## config.mk

```make
export PLATFORM = sky130hd
export DESIGN_NAME = caf_frame_streamer_flat
export DESIGN_NICKNAME = d
export VERILOG_FILES = /design/src/rtl/caf_pkg.sv /design/src/rtl/caf_frame_streamer_if.sv /design/src/rtl/caf_sample_ram.sv /design/src/rtl/caf_frame_streamer.sv /design/src/flat_wrapper.sv
export SDC_FILE = /design/constraint.sdc
export NUM_CORES = 1
export LEC_CHECK = 0
export ABC_AREA = 1
export BUFFER_PORTS_ARGS = -buffer_cell sky130_fd_sc_hd__buf_2
export CAP_MARGIN = 20
export CORE_MARGIN = 8
export CORE_UTILIZATION = 42
export DETAILED_ROUTE_END_ITERATION = 8
export HOLD_SLACK_MARGIN = 0.15
export SLEW_MARGIN = 20
export SYNTH_ARGS = -nofsm -noshare
export SYNTH_HDL_FRONTEND = slang
export SYNTH_HIERARCHICAL = 1
export SYNTH_SLANG_ARGS = --single-unit
```

## constraint.sdc

```tcl
create_clock -name clk -period 3.5 [get_ports clk]
set_input_delay 0.7 -clock clk [delete_from_list [all_inputs] [get_ports clk]]
set_output_delay 0.7 -clock clk [all_outputs]
set_load 0.03 [all_outputs]
```

## src/rtl/caf_pkg.sv

```systemverilog
// rtl/caf_pkg.sv - shared state encoding and default widths for the CAF sample path
package caf_pkg;

   typedef enum logic [1:0] {
      ST_IDLE   = 2'd0,
      ST_STREAM = 2'd1,
      ST_WAIT   = 2'd2
   } caf_state_t;

   localparam int default_i_bits       = 12;
   localparam int default_q_bits       = 12;
   localparam int default_index_bits   = 4;
   localparam int default_out_max_bits = 4;

endpackage

```

## src/rtl/caf_frame_streamer_if.sv

```systemverilog
// rtl/caf_frame_streamer_if.sv - sample stream and peak result handshake toward argmax
interface caf_frame_streamer_if
   import caf_pkg::*;
#(
   parameter int i_bits       = default_i_bits,
   parameter int q_bits       = default_q_bits,
   parameter int index_bits   = default_index_bits,
   parameter int out_max_bits = default_out_max_bits
);

   logic                     m_axis_tvalid;
   logic signed [i_bits-1:0] xi;
   logic signed [q_bits-1:0] xq;
   logic                     s_axis_tready;
   logic                     res_tvalid;
   logic                     res_tready;
   logic [out_max_bits-1:0]  res_max;
   logic [index_bits-1:0]    res_index;

   modport master (
      output m_axis_tvalid, xi, xq, res_tready,
      input  s_axis_tready, res_tvalid, res_max, res_index
   );

   modport slave (
      input  m_axis_tvalid, xi, xq, res_tready,
      output s_axis_tready, res_tvalid, res_max, res_index
   );

endinterface

```

## src/rtl/caf_sample_ram.sv

```systemverilog
// rtl/caf_sample_ram.sv - one-frame I/Q buffer, one write port, one synchronous read port
module caf_sample_ram #(
   parameter int depth     = 10,
   parameter int addr_bits = 4,
   parameter int data_bits = 24
) (
   input  logic                 clk,
   input  logic                 we,
   input  logic [addr_bits-1:0] wr_addr,
   input  logic [data_bits-1:0] wr_data,
   input  logic                 re,
   input  logic [addr_bits-1:0] rd_addr,
   output logic [data_bits-1:0] rd_data
);

   logic [data_bits-1:0] mem [depth];

   // write, and read with new data forwarded when both ports hit the same address
   always_ff @(posedge clk) begin
      if (we) begin
         mem[wr_addr] <= wr_data;
      end
      if (re) begin
         rd_data <= (we && (wr_addr == rd_addr)) ? wr_data : mem[rd_addr];
      end
   end

endmodule

```

## src/rtl/caf_frame_streamer.sv

```systemverilog
// rtl/caf_frame_streamer.sv - streams a stored I/Q frame to argmax and latches its peak result
module caf_frame_streamer
   import caf_pkg::*;
#(
   parameter int buffer_length  = 10,
   parameter int index_bits     = default_index_bits,
   parameter int out_max_bits   = default_out_max_bits,
   parameter int i_bits         = default_i_bits,
   parameter int q_bits         = default_q_bits,
   parameter int timeout_cycles = 64
) (
   input  logic                     clk,
   input  logic                     rst_n,
   input  logic                     wr_en,
   input  logic [index_bits-1:0]    wr_addr,
   input  logic signed [i_bits-1:0] wr_xi,
   input  logic signed [q_bits-1:0] wr_xq,
   input  logic                     start,
   output logic                     busy,
   caf_frame_streamer_if.master     axis,
   output logic [out_max_bits-1:0]  peak_max,
   output logic [index_bits-1:0]    peak_index,
   output logic                     done,
   output logic                     err,
   output logic [15:0]              frame_count
);

   localparam int cnt_bits  = index_bits + 1;
   localparam int data_bits = i_bits + q_bits;
   localparam int tmo_bits  = $clog2(timeout_cycles + 1);

   localparam logic [cnt_bits-1:0] frame_len = cnt_bits'(buffer_length);
   localparam logic [cnt_bits-1:0] last_beat = cnt_bits'(buffer_length - 1);
   localparam logic [tmo_bits-1:0] tmo_last  = tmo_bits'(timeout_cycles - 1);

   caf_state_t state, state_nxt;

   logic [cnt_bits-1:0]  rd_addr;
   logic [cnt_bits-1:0]  beat_cnt;
   logic                 rd_pending;
   logic                 rd_issue;
   logic                 start_ok;
   logic [data_bits-1:0] ram_rd_data;
   logic                 ram_we;

   logic                 out_valid;
   logic [data_bits-1:0] out_data;
   logic                 skid_valid;
   logic [data_bits-1:0] skid_data;

   logic [tmo_bits-1:0]  tmo_cnt;
   logic                 xfer;
   logic                 out_free;
   logic                 last_xfer;
   logic                 res_take;
   logic                 tmo_hit;
   logic [1:0]           occ_after;

   assign ram_we    = wr_en && (state == ST_IDLE) && ({1'b0, wr_addr} < frame_len);
   assign xfer      = out_valid && axis.s_axis_tready;
   assign out_free  = !out_valid || xfer;
   assign last_xfer = xfer && (beat_cnt == last_beat);
   assign res_take  = (state == ST_WAIT) && axis.res_tvalid;
   assign tmo_hit   = (state == ST_WAIT) && !axis.res_tvalid && (tmo_cnt == tmo_last);

   // Samples held after this edge: output + skid + read in flight, minus the beat leaving now.
   // A new read may only be issued if its data will find a free slot next cycle.
   assign occ_after = 2'(out_valid) + 2'(skid_valid) + 2'(rd_pending) - 2'(xfer);

   assign busy               = (state != ST_IDLE);
   assign axis.res_tready    = (state == ST_WAIT);
   assign axis.m_axis_tvalid = out_valid;
   assign axis.xi            = out_data[data_bits-1:q_bits];
   assign axis.xq            = out_data[q_bits-1:0];

   caf_sample_ram #(
      .depth     (buffer_length),
      .addr_bits (index_bits),
      .data_bits (data_bits)
   ) u_ram (
      .clk     (clk),
      .we      (ram_we),
      .wr_addr (wr_addr),
      .wr_data ({wr_xi, wr_xq}),
      .re      (rd_issue),
      .rd_addr (rd_addr[index_bits-1:0]),
      .rd_data (ram_rd_data)
   );

   // state register
   always_ff @(posedge clk or negedge rst_n) begin
      if (!rst_n) begin
         state <= ST_IDLE;
      end else begin
         state <= state_nxt;
      end
   end

   // next state, read issue; address 0 is fetched in the start cycle to reach 2-cycle latency
   always_comb begin
      state_nxt = state;
      start_ok  = 1'b0;
      rd_issue  = 1'b0;
      case (state)
         ST_IDLE: begin
            if (start) begin
               state_nxt = ST_STREAM;
               start_ok  = 1'b1;
               rd_issue  = 1'b1;
            end
         end
         ST_STREAM: begin
            rd_issue = (rd_addr < frame_len) && (occ_after <= 2'd1);
            if (last_xfer) begin
               state_nxt = ST_WAIT;
            end
         end
         ST_WAIT: begin
            if (res_take || tmo_hit) begin
               state_nxt = ST_IDLE;
            end
         end
         default: state_nxt = ST_IDLE;
      endcase
   end

   // read address and beat counters; both return to 0 whenever the FSM goes idle
   always_ff @(posedge clk or negedge rst_n) begin
      if (!rst_n) begin
         rd_addr    <= '0;
         beat_cnt   <= '0;
         rd_pending <= 1'b0;
      end else begin
         rd_pending <= rd_issue;
         if (state_nxt == ST_IDLE) begin
            rd_addr <= '0;
         end else if (rd_issue) begin
            rd_addr <= rd_addr + 1'b1;
         end
         if (state != ST_STREAM) begin
            beat_cnt <= '0;
         end else if (xfer) begin
            beat_cnt <= beat_cnt + 1'b1;
         end
      end
   end

   // output register fed from the skid entry first, then from the RAM; RAM data lands in skid on stall
   always_ff @(posedge clk or negedge rst_n) begin
      if (!rst_n) begin
         out_valid  <= 1'b0;
         out_data   <= '0;
         skid_valid <= 1'b0;
         skid_data  <= '0;
      end else if (out_free) begin
         if (skid_valid) begin
            out_valid  <= 1'b1;
            out_data   <= skid_data;
            skid_valid <= rd_pending;
            skid_data  <= ram_rd_data;
         end else if (rd_pending) begin
            out_valid <= 1'b1;
            out_data  <= ram_rd_data;
         end else begin
            out_valid <= 1'b0;
         end
      end else if (rd_pending) begin
         skid_valid <= 1'b1;
         skid_data  <= ram_rd_data;
      end
   end

   // timeout counter, result latch, done pulse, sticky error
   always_ff @(posedge clk or negedge rst_n) begin
      if (!rst_n) begin
         tmo_cnt     <= '0;
         peak_max    <= '0;
         peak_index  <= '0;
         done        <= 1'b0;
         err         <= 1'b0;
         frame_count <= '0;
      end else begin
         done <= 1'b0;
         if (state == ST_WAIT) begin
            tmo_cnt <= tmo_cnt + 1'b1;
         end else begin
            tmo_cnt <= '0;
         end
         if (res_take) begin
            peak_max    <= axis.res_max;
            peak_index  <= axis.res_index;
            done        <= 1'b1;
            frame_count <= frame_count + 16'd1;
         end else if (tmo_hit) begin
            err <= 1'b1;
         end
         if (start_ok) begin
            err <= 1'b0;
         end
      end
   end

endmodule
```

## src/flat_wrapper.sv

```systemverilog
// flat-port wrapper written by rule: the top's interface ports become plain ports
module caf_frame_streamer_flat import caf_pkg::*;
#(
   parameter int buffer_length  = 10,
   parameter int index_bits     = default_index_bits,
   parameter int out_max_bits   = default_out_max_bits,
   parameter int i_bits         = default_i_bits,
   parameter int q_bits         = default_q_bits,
   parameter int timeout_cycles = 64
)
  (clk, rst_n, wr_en, wr_addr, wr_xi, wr_xq, start, busy, peak_max, peak_index, done, err, frame_count, axis_m_axis_tvalid, axis_xi, axis_xq, axis_res_tready, axis_s_axis_tready, axis_res_tvalid, axis_res_max, axis_res_index);
  caf_frame_streamer_if #(.i_bits(i_bits), .q_bits(q_bits), .index_bits(index_bits), .out_max_bits(out_max_bits)) axis_i ();
  input  logic clk;
  input  logic rst_n;
  input  logic wr_en;
  input  logic [index_bits-1:0] wr_addr;
  input  logic signed [i_bits-1:0] wr_xi;
  input  logic signed [q_bits-1:0] wr_xq;
  input  logic start;
  output logic busy;
  output logic [out_max_bits-1:0] peak_max;
  output logic [index_bits-1:0] peak_index;
  output logic done;
  output logic err;
  output logic [15:0] frame_count;
  output wire logic [$bits(axis_i.m_axis_tvalid)-1:0] axis_m_axis_tvalid;
  output wire logic [$bits(axis_i.xi)-1:0] axis_xi;
  output wire logic [$bits(axis_i.xq)-1:0] axis_xq;
  output wire logic [$bits(axis_i.res_tready)-1:0] axis_res_tready;
  input wire logic [$bits(axis_i.s_axis_tready)-1:0] axis_s_axis_tready;
  input wire logic [$bits(axis_i.res_tvalid)-1:0] axis_res_tvalid;
  input wire logic [$bits(axis_i.res_max)-1:0] axis_res_max;
  input wire logic [$bits(axis_i.res_index)-1:0] axis_res_index;
  assign axis_m_axis_tvalid = axis_i.m_axis_tvalid;
  assign axis_xi = axis_i.xi;
  assign axis_xq = axis_i.xq;
  assign axis_res_tready = axis_i.res_tready;
  assign axis_i.s_axis_tready = axis_s_axis_tready;
  assign axis_i.res_tvalid = axis_res_tvalid;
  assign axis_i.res_max = axis_res_max;
  assign axis_i.res_index = axis_res_index;
  caf_frame_streamer #(.buffer_length(buffer_length), .index_bits(index_bits), .out_max_bits(out_max_bits), .i_bits(i_bits), .q_bits(q_bits), .timeout_cycles(timeout_cycles)) u_core (.clk(clk), .rst_n(rst_n), .wr_en(wr_en), .wr_addr(wr_addr), .wr_xi(wr_xi), .wr_xq(wr_xq), .start(start), .busy(busy), .axis(axis_i), .peak_max(peak_max), .peak_index(peak_index), .done(done), .err(err), .frame_count(frame_count));
endmodule
```

==> key figures, run 1 <==
Detailed routing
  – Drt initial violations: 655
  – Vias post-DR: 10,570
  – WL/cell: 16.74 µm
  – Met3 wire length: 2.016 mm
  – Met1 WL: 16.17 mm
  – Number of routed nets with antenna violations: 0
  – WL final: 35.65 mm
  – DRT Pass-1 Iters: 5
  – Top Metal Used: met5
  – Wire length on met2: 16.68 mm
  – DRC: 0
  – Via/cell ratio: 4.964

Layout
  – Area delta synth->final: 14.99%
  – Final Cell Area: 0.01803 mm²
  – ANT cells: 0
  – Layout cells sized above 1: 0.1444
  – Final Core Density: 0.4914
  – Final-layout fill cell count: 3,319
  – Final net count: 1,680

Global routing
  – First-pass GRT wire length: 57.82 mm
  – Gr ovfl total: 0
  – Initial antenna violation count: 1
  – Largest net degree at the start of global routing: 66
  – Via count of the first global-routing pass: 10,480
  – Global-route usage over all layers: 0.1646

Setup path
  – Worst-path fanout max: 48
  – Critical path class: flop to flop
  – Worst reg2reg path startpoint: u_core/rd_addr[0]
  – Worst setup EP type: flop
  – Worst Path Required: 3.79 ns
  – CP Launch Type: flop
  – Data arrival, critical path: 2.82 ns
  – Critical path launch point: u_core/rd_addr[0]

Min path
  – Min-delay worst type: input port to async pin

CTS
  – Max Root-Sink Buffers: 3
  – Clock tree sinks: 360
  – Cts repair resizes: 0
  – CTS buffer count: 40
  – Clock latency on the worst-skew pair: 0.55 ns
  – Post-CTS setup buffer count: 0
  – Clock transition at the registers of the reported paths: 0.06 ns
  – Clk root buf: clkbuf_16
  – H-Tree Depth: 2
  – CTS tree: yes
  – Number of hold buffers added after CTS: 0

Logic synthesis
  – Synth area leaders: edfxtp_1 51%, dfrtp_1 15%, nand2_1 9.8%, nand3_1 5.5%, inv_1 4.9%
  – Area fraction of the dominant cell type after synthesis: 0.5055
  – Cell taking the most area after synthesis: edfxtp_1
  – Synthesized area: 0.01568 mm²
  – YS warnings: 6
  – Synth Flop Type: edfxtp_1
  – EDFF count, synth: 264
  – Post-synthesis async set-or-reset flop share: 0.2667
  – Yosys reg bits: 360
  – Netlist cell types: 35
  – Mean Syn Cell Area: 10.25 µm²
  – Post-Synthesis Cells: 1,530
  – Synthesized Nets: 1,579
  – Sequential fraction of the synthesis area: 0.6586

STA
  – Final period util: 0.7211
  – Fin. Hold Viols: 0
  – Fmax: 0.3962 GHz
  – Fin crit period: 2.524 ns
  – Final worst slack: 0.9760 ns
  – Max-slew headroom: 0.2885
  – RSZ-0062 raised after global routing: no
  – # setup viols final: 0
  – Max-slew violations: 0
  – Setup tns final: 0 ns
  – Worst-Margin Slew: 1.063 ns
  – Setup Skew: 0.01923 ns

Place
  – Placed Area: 0.01676 mm²
  – Number of port buffers: 94
  – Post-DP HPWL: 22.16 mm
  – Pre-CTS WS: 0.8772 ns
  – Placer congestion estimate: 0.7632

Run status
  – Status: complete, no violations

Floorplan
  – Core Box Area: 0.03670 mm²
  – Initial Utilization: 0.4274
  – Die ar.: 0.04378 mm²
  – Die W: 209.2 µm
  – Die Y: 209.2 µm
  – Row count: 70
  – Io pins: 95

Power
  – Power Density: 790.4 mW/mm²
  – Static Leak: 7.866 nW
  – VDD IR max: 0.0005340 V

Flow run
  – Max-Cap Viols: 0
## final timing paths
check	to	slack, ns	depth (start not counted)
setup / recovery	u_core/u_ram/rd_data[19]	0.98	8
hold / removal	u_core/frame_count[10]	0.21	1
setup reg to reg	u_core/u_ram/rd_data[19]	0.98	8
hold reg to reg	u_core/tmo_cnt[0]	0.47	1
max in group asynchronous	u_core/skid_data[15]	2.60	2
min in group clk	u_core/peak_index[3]	0.36	3
## synthesized netlist by cell type, types with 6 or more instances
library cell,instances
buf_2,37
nand3_1,171
o21ai_0,40
a21oi_1,34
clkbuf_1,17
edfxtp_1,264
nand2_1,408
mux2_4,20
inv_1,203
ha_1,7
buf_4,7
nand2_2,6
a31oi_1,25
xor2_1,8
nor2_1,140
dfrtp_1,96
inv_2,8
## through the flow
step / hold WS, ns / std cells / power (W)
2_1_floorplan: 0.4044 / 1530 / 0.008978
3_3_place_gp: 0.4500 / 2057 / 0.01022
3_5_place_dp: 0.4628 / 2057 / 0.01034
4_1_cts: 0.2247 / 2130 / 0.01445
5_1_grt: 0.2649 / 2130 / 0.01516
6_report: 0.2146 / 2130 / 0.01426
## layout by cell type, fill, tap and decap left out, types with 8 or more instances in the layout
cell / instances
edfxtp_1: 264
a21oi_1: 34
nor2_1: 130
inv_1: 203
clkbuf_16: 42
nand2_1: 408
nand3_1: 171
nor2_2: 13
dfrtp_1: 94
o21ai_0: 40
buf_2: 93
mux2_4: 20
a31oi_1: 25
xor2_1: 8
buf_4: 25
clkbuf_1: 12
## cells by family after synthesis
kind of cell / share of synthesized area
multiplexers: 0.02202
adder cells (fa/ha/maj): 0.005584
AND/OR/NAND/NOR: 0.1965
flip-flops: 0.6586
XOR/XNOR: 0.007260
AO/OA/AOI/OAI: 0.03766
buffers and inverters: 0.07236
## sequential cells by signal, indices dropped and copies added (netlist names), 5 cells and up
signal,cells
u_core/u_ram/mem,240
u_core/out_data,24
u_core/skid_data,24
u_core/u_ram/rd_data,24
u_core/frame_count,16
u_core/tmo_cnt,7
u_core/beat_cnt,5
u_core/rd_addr,5
## area by class of cell
type                    count  area [µm²]  area share
well taps                 468       585.6     0.03247
repair buffers            125       793.3     0.04399
clock buffers              57        1137     0.06306
flip-flops and latches    360       10330      0.5731
clock inverters            16       138.9    0.007701
multi-input cells         893        4252      0.2357
inverters                 211       793.3     0.04399
## power breakdown
part	internal, W	total, W	switching (W)
Combinational	0.00154	0.00438	0.00285
Clock	0.00241	0.00405	0.00164
Sequential	0.00533	0.00582	0.000494
## worst max-delay path, stage by stage, from the launching register on
cell and delay [ns]:
dfrtp_4 0.60, clkinv_2 0.54, nor2_1 0.24, nor2_1 0.07
nand3b_1 0.08, buf_4 0.45, nand2_1 0.12, inv_1 0.08
a21oi_1 0.06
## layer usage
layer	vias to the layer above	global-route usage
met1	5087	0.2179
met3	57	0.03667
li1	5196	-
met4	2	0.05055
met5	-	0
met2	232	0.2676
Note: power is estimated with default switching activity, not from simulation.
==> inputs of run 2 (changes only) <==
- clock period: 3.5 -> 2.25 ns (I/O delays scaled with it)
==> key figures, run 2 (synthesized netlist as in run 1, its figures left out) <==
Global routing
  – Global-route usage over all layers: 0.1620 (-0.002654)
  – Gr ovfl total: 0 (unchanged)
  – Via count of the first global-routing pass: 10,380 (-0.98%)
  – First-pass GRT wire length: 57.53 mm (-0.51%)
  – Largest net degree at the start of global routing: 125 (+89%)
  – Initial antenna violation count: 3 (+2)

Power
  – Sw frac: 0.3525 (+0.003258)
  – Static Leak: 7.943 nW (+0.98%)
  – P_int: 0.01439 W (+55%)
  – Register share of total power: 0.397 (-0.012)
  – Net Switching: 0.007835 W (+57%)
  – Logic pwr share: 0.330 (+0.023)
  – Power Density: 1219 mW/mm² (+54%)
  – Clk pwr share: 0.274 (-0.010)
  – VDD IR max: 0.0006201 V (+16%)

Setup path
  – Worst setup EP type: flop
  – Critical path class: flop to flop
  – Worst path cell trace: nand2_1 > inv_1 > ha_1 > inv_1 > ha_1 > nand2_1 > a21o_1 > nand3_1 > nand2_8
  – Worst-path fanout max: 30 (-38%)
  – Data arrival, critical path: 2.27 ns (-0.55 ns)
  – CP max stage delay: 0.37 ns (-0.23 ns)
  – CP delay by family, top: simple AND/OR/NAND/NOR gates
  – WP buf/inv: 2 (-1)
  – Slowest stage cell, crit path: dfrtp_1
  – Worst Path Required: 2.45 ns (-1.34 ns)
  – Reg2reg setup slack: 0.19 ns (-0.79 ns)
  – CP Launch Type: flop

Run status
  – Status: complete, no violations

Place
  – Pre-CTS WS: -0.08975 ns (-0.9669 ns)
  – Number of port buffers: 94 (unchanged)
  – Placer congestion estimate: 0.7705 (+0.96%)
  – Post-DP HPWL: 22.65 mm (+2.2%)
  – Placed cell count: 2,066 (+0.44%)
  – Placed Area: 0.01691 mm² (+0.88%)

STA
  – Fin crit period: 2.065 ns (-0.4591 ns)
  – Fmax: 0.4843 GHz (+22%)
  – Min Hold Slack: 0.2952 ns (+0.08058 ns)
  – Max-slew headroom: 0.2919 (+0.003358)
  – Fin. Hold Viols: 0 (unchanged)
  – Final period util: 0.9177 (+0.1966)
  – Max-slew violations: 0 (unchanged)
  – RSZ-0062 raised after global routing: no
  – Final worst slack: 0.1851 ns (-0.7909 ns)
  – Setup Skew: 0.01417 ns (-0.005063 ns)
  – Worst-Margin Slew: 1.058 ns (-0.005019 ns)
  – # setup viols final: 0 (unchanged)

Floorplan
  – Die Y: 209.2 µm (unchanged)
  – Io pins: 95 (unchanged)
  – Core Box Area: 0.03670 mm² (unchanged)
  – Die W: 209.2 µm (unchanged)
  – Initial Utilization: 0.4274 (unchanged)
  – Row count: 70 (unchanged)
  – Die ar.: 0.04378 mm² (unchanged)

Detailed routing
  – WL/cell: 16.58 µm (-0.93%)
  – WL final: 35.58 mm (-0.19%)
  – Via/cell ratio: 4.952 (-0.25%)
  – DRT Pass-1 Iters: 5 (unchanged)
  – Vias post-DR: 10,630 (+0.50%)
  – Drt initial violations: 817 (+25%)
  – DRC: 0 (unchanged)
  – Number of routed nets with antenna violations: 0 (unchanged)

Layout
  – Most common cell after layout, fill and taps aside: nand2_1
  – Area delta synth->final: 16.29%
  – Final Core Density: 0.4970 (+0.005558)
  – Reg with most FFs: u_core/u_ram/mem
  – Commonest cells after routing, fill and taps aside: 408 x nand2_1, 264 x edfxtp_1, 203 x inv_1
  – FF+latch area: 0.01033 mm² (unchanged)
  – Area of the multi-input gates: 0.004268 mm² (+0.38%)
  – ANT cells: 0 (unchanged)
  – Final net count: 1,698 (+1.1%)
  – Non-Filler Instances: 2,146 (+0.75%)
  – Layout cells sized above 1: 0.1466 (+0.002199)
  – Max reg flops: 240 (unchanged)
  – Final-layout fill cell count: 3,268 (-1.5%)
  – Final Cell Area: 0.01824 mm² (+1.1%)

CTS
  – Clock transition at the registers of the reported paths: 0.06 ns (about the same)
  – CTS tree: yes
  – Clock latency on the worst-skew pair: 0.53 ns (-0.02 ns)
  – Max Root-Sink Buffers: 3 (unchanged)
  – Clk root buf: clkbuf_16
  – H-Tree Depth: 2 (unchanged)
  – Clock tree sinks: 360 (unchanged)
  – CTS buffer count: 40 (unchanged)
  – Post-CTS setup buffer count: 0 (unchanged)

Min path
  – Min-delay worst type: input port to flop

Flow run
  – Max-Cap Viols: 0 (unchanged)
[run 2: cell count changes in the layout (fill, tap and decap cells not counted), sizes merged]
cell	change
buf	+9
bufinv	-1
clkbuf	+1
clkinv	-1
clkinvlp	-1
dlygate4sd3	+9
[run 2: area by class of cell]
cell class,instances,area share
Inverter,211,0.04349
Multi-Input combinational cell,893,0.2340
Clock buffer,58,0.06202
Sequential cell,360,0.5666
Tap cell,468,0.03211
Timing Repair Buffer,143,0.05646
Clock inverter,13,0.005282
[run 2: what timing repair did]
item | 4_1_cts | 5_1_grt
setup endpoints to repair | 0 | 26
hold endpoints to repair | 58 | 0
hold buffers | 9 | 0
gates resized for setup | 0 | 3
[run 2: final timing paths]
path,from,end,depth (start not counted)
max in group asynchronous,rst_n,u_core/out_data[11],3
hold / removal,wr_xq[10],u_core/u_ram/mem[2][10],1
setup / recovery,u_core/axis.m_axis_tvalid,u_core/u_ram/rd_data[15],9
hold reg to reg,u_core/tmo_cnt[0],u_core/tmo_cnt[0],1
min in group asynchronous,rst_n,u_core/frame_count[10],2
setup reg to reg,u_core/axis.m_axis_tvalid,u_core/u_ram/rd_data[15],9
[run 2: per-layer routing]
layer  GRT usage  routed length [µm]
met1      0.2320               17000
met2      0.2518               15840
met3     0.03233                2114
met4     0.03645                 606
met5           0                  25
[run 2: per-stage QoR]
stage,power [W],TNS [ns]
final,0.02223,0
after global routing,0.02355,0
after CTS,0.02244,0
after detailed placement,0.01627,-2.197
after global placement,0.01615,-1.478
after floorplan,0.01398,-68.79
[run 2: power by group through the flow]
stage | Clock [W] | Sequential, W | Combinational, W
finish | 0.00608 | 0.00881 | 0.00733
global route | 0.00650 | 0.00892 | 0.00813
floorplan | 0 | 0.00928 | 0.00470
CTS | 0.00625 | 0.00883 | 0.00736
detailed placement | 0 | 0.00896 | 0.00731
global placement | 0 | 0.00892 | 0.00723
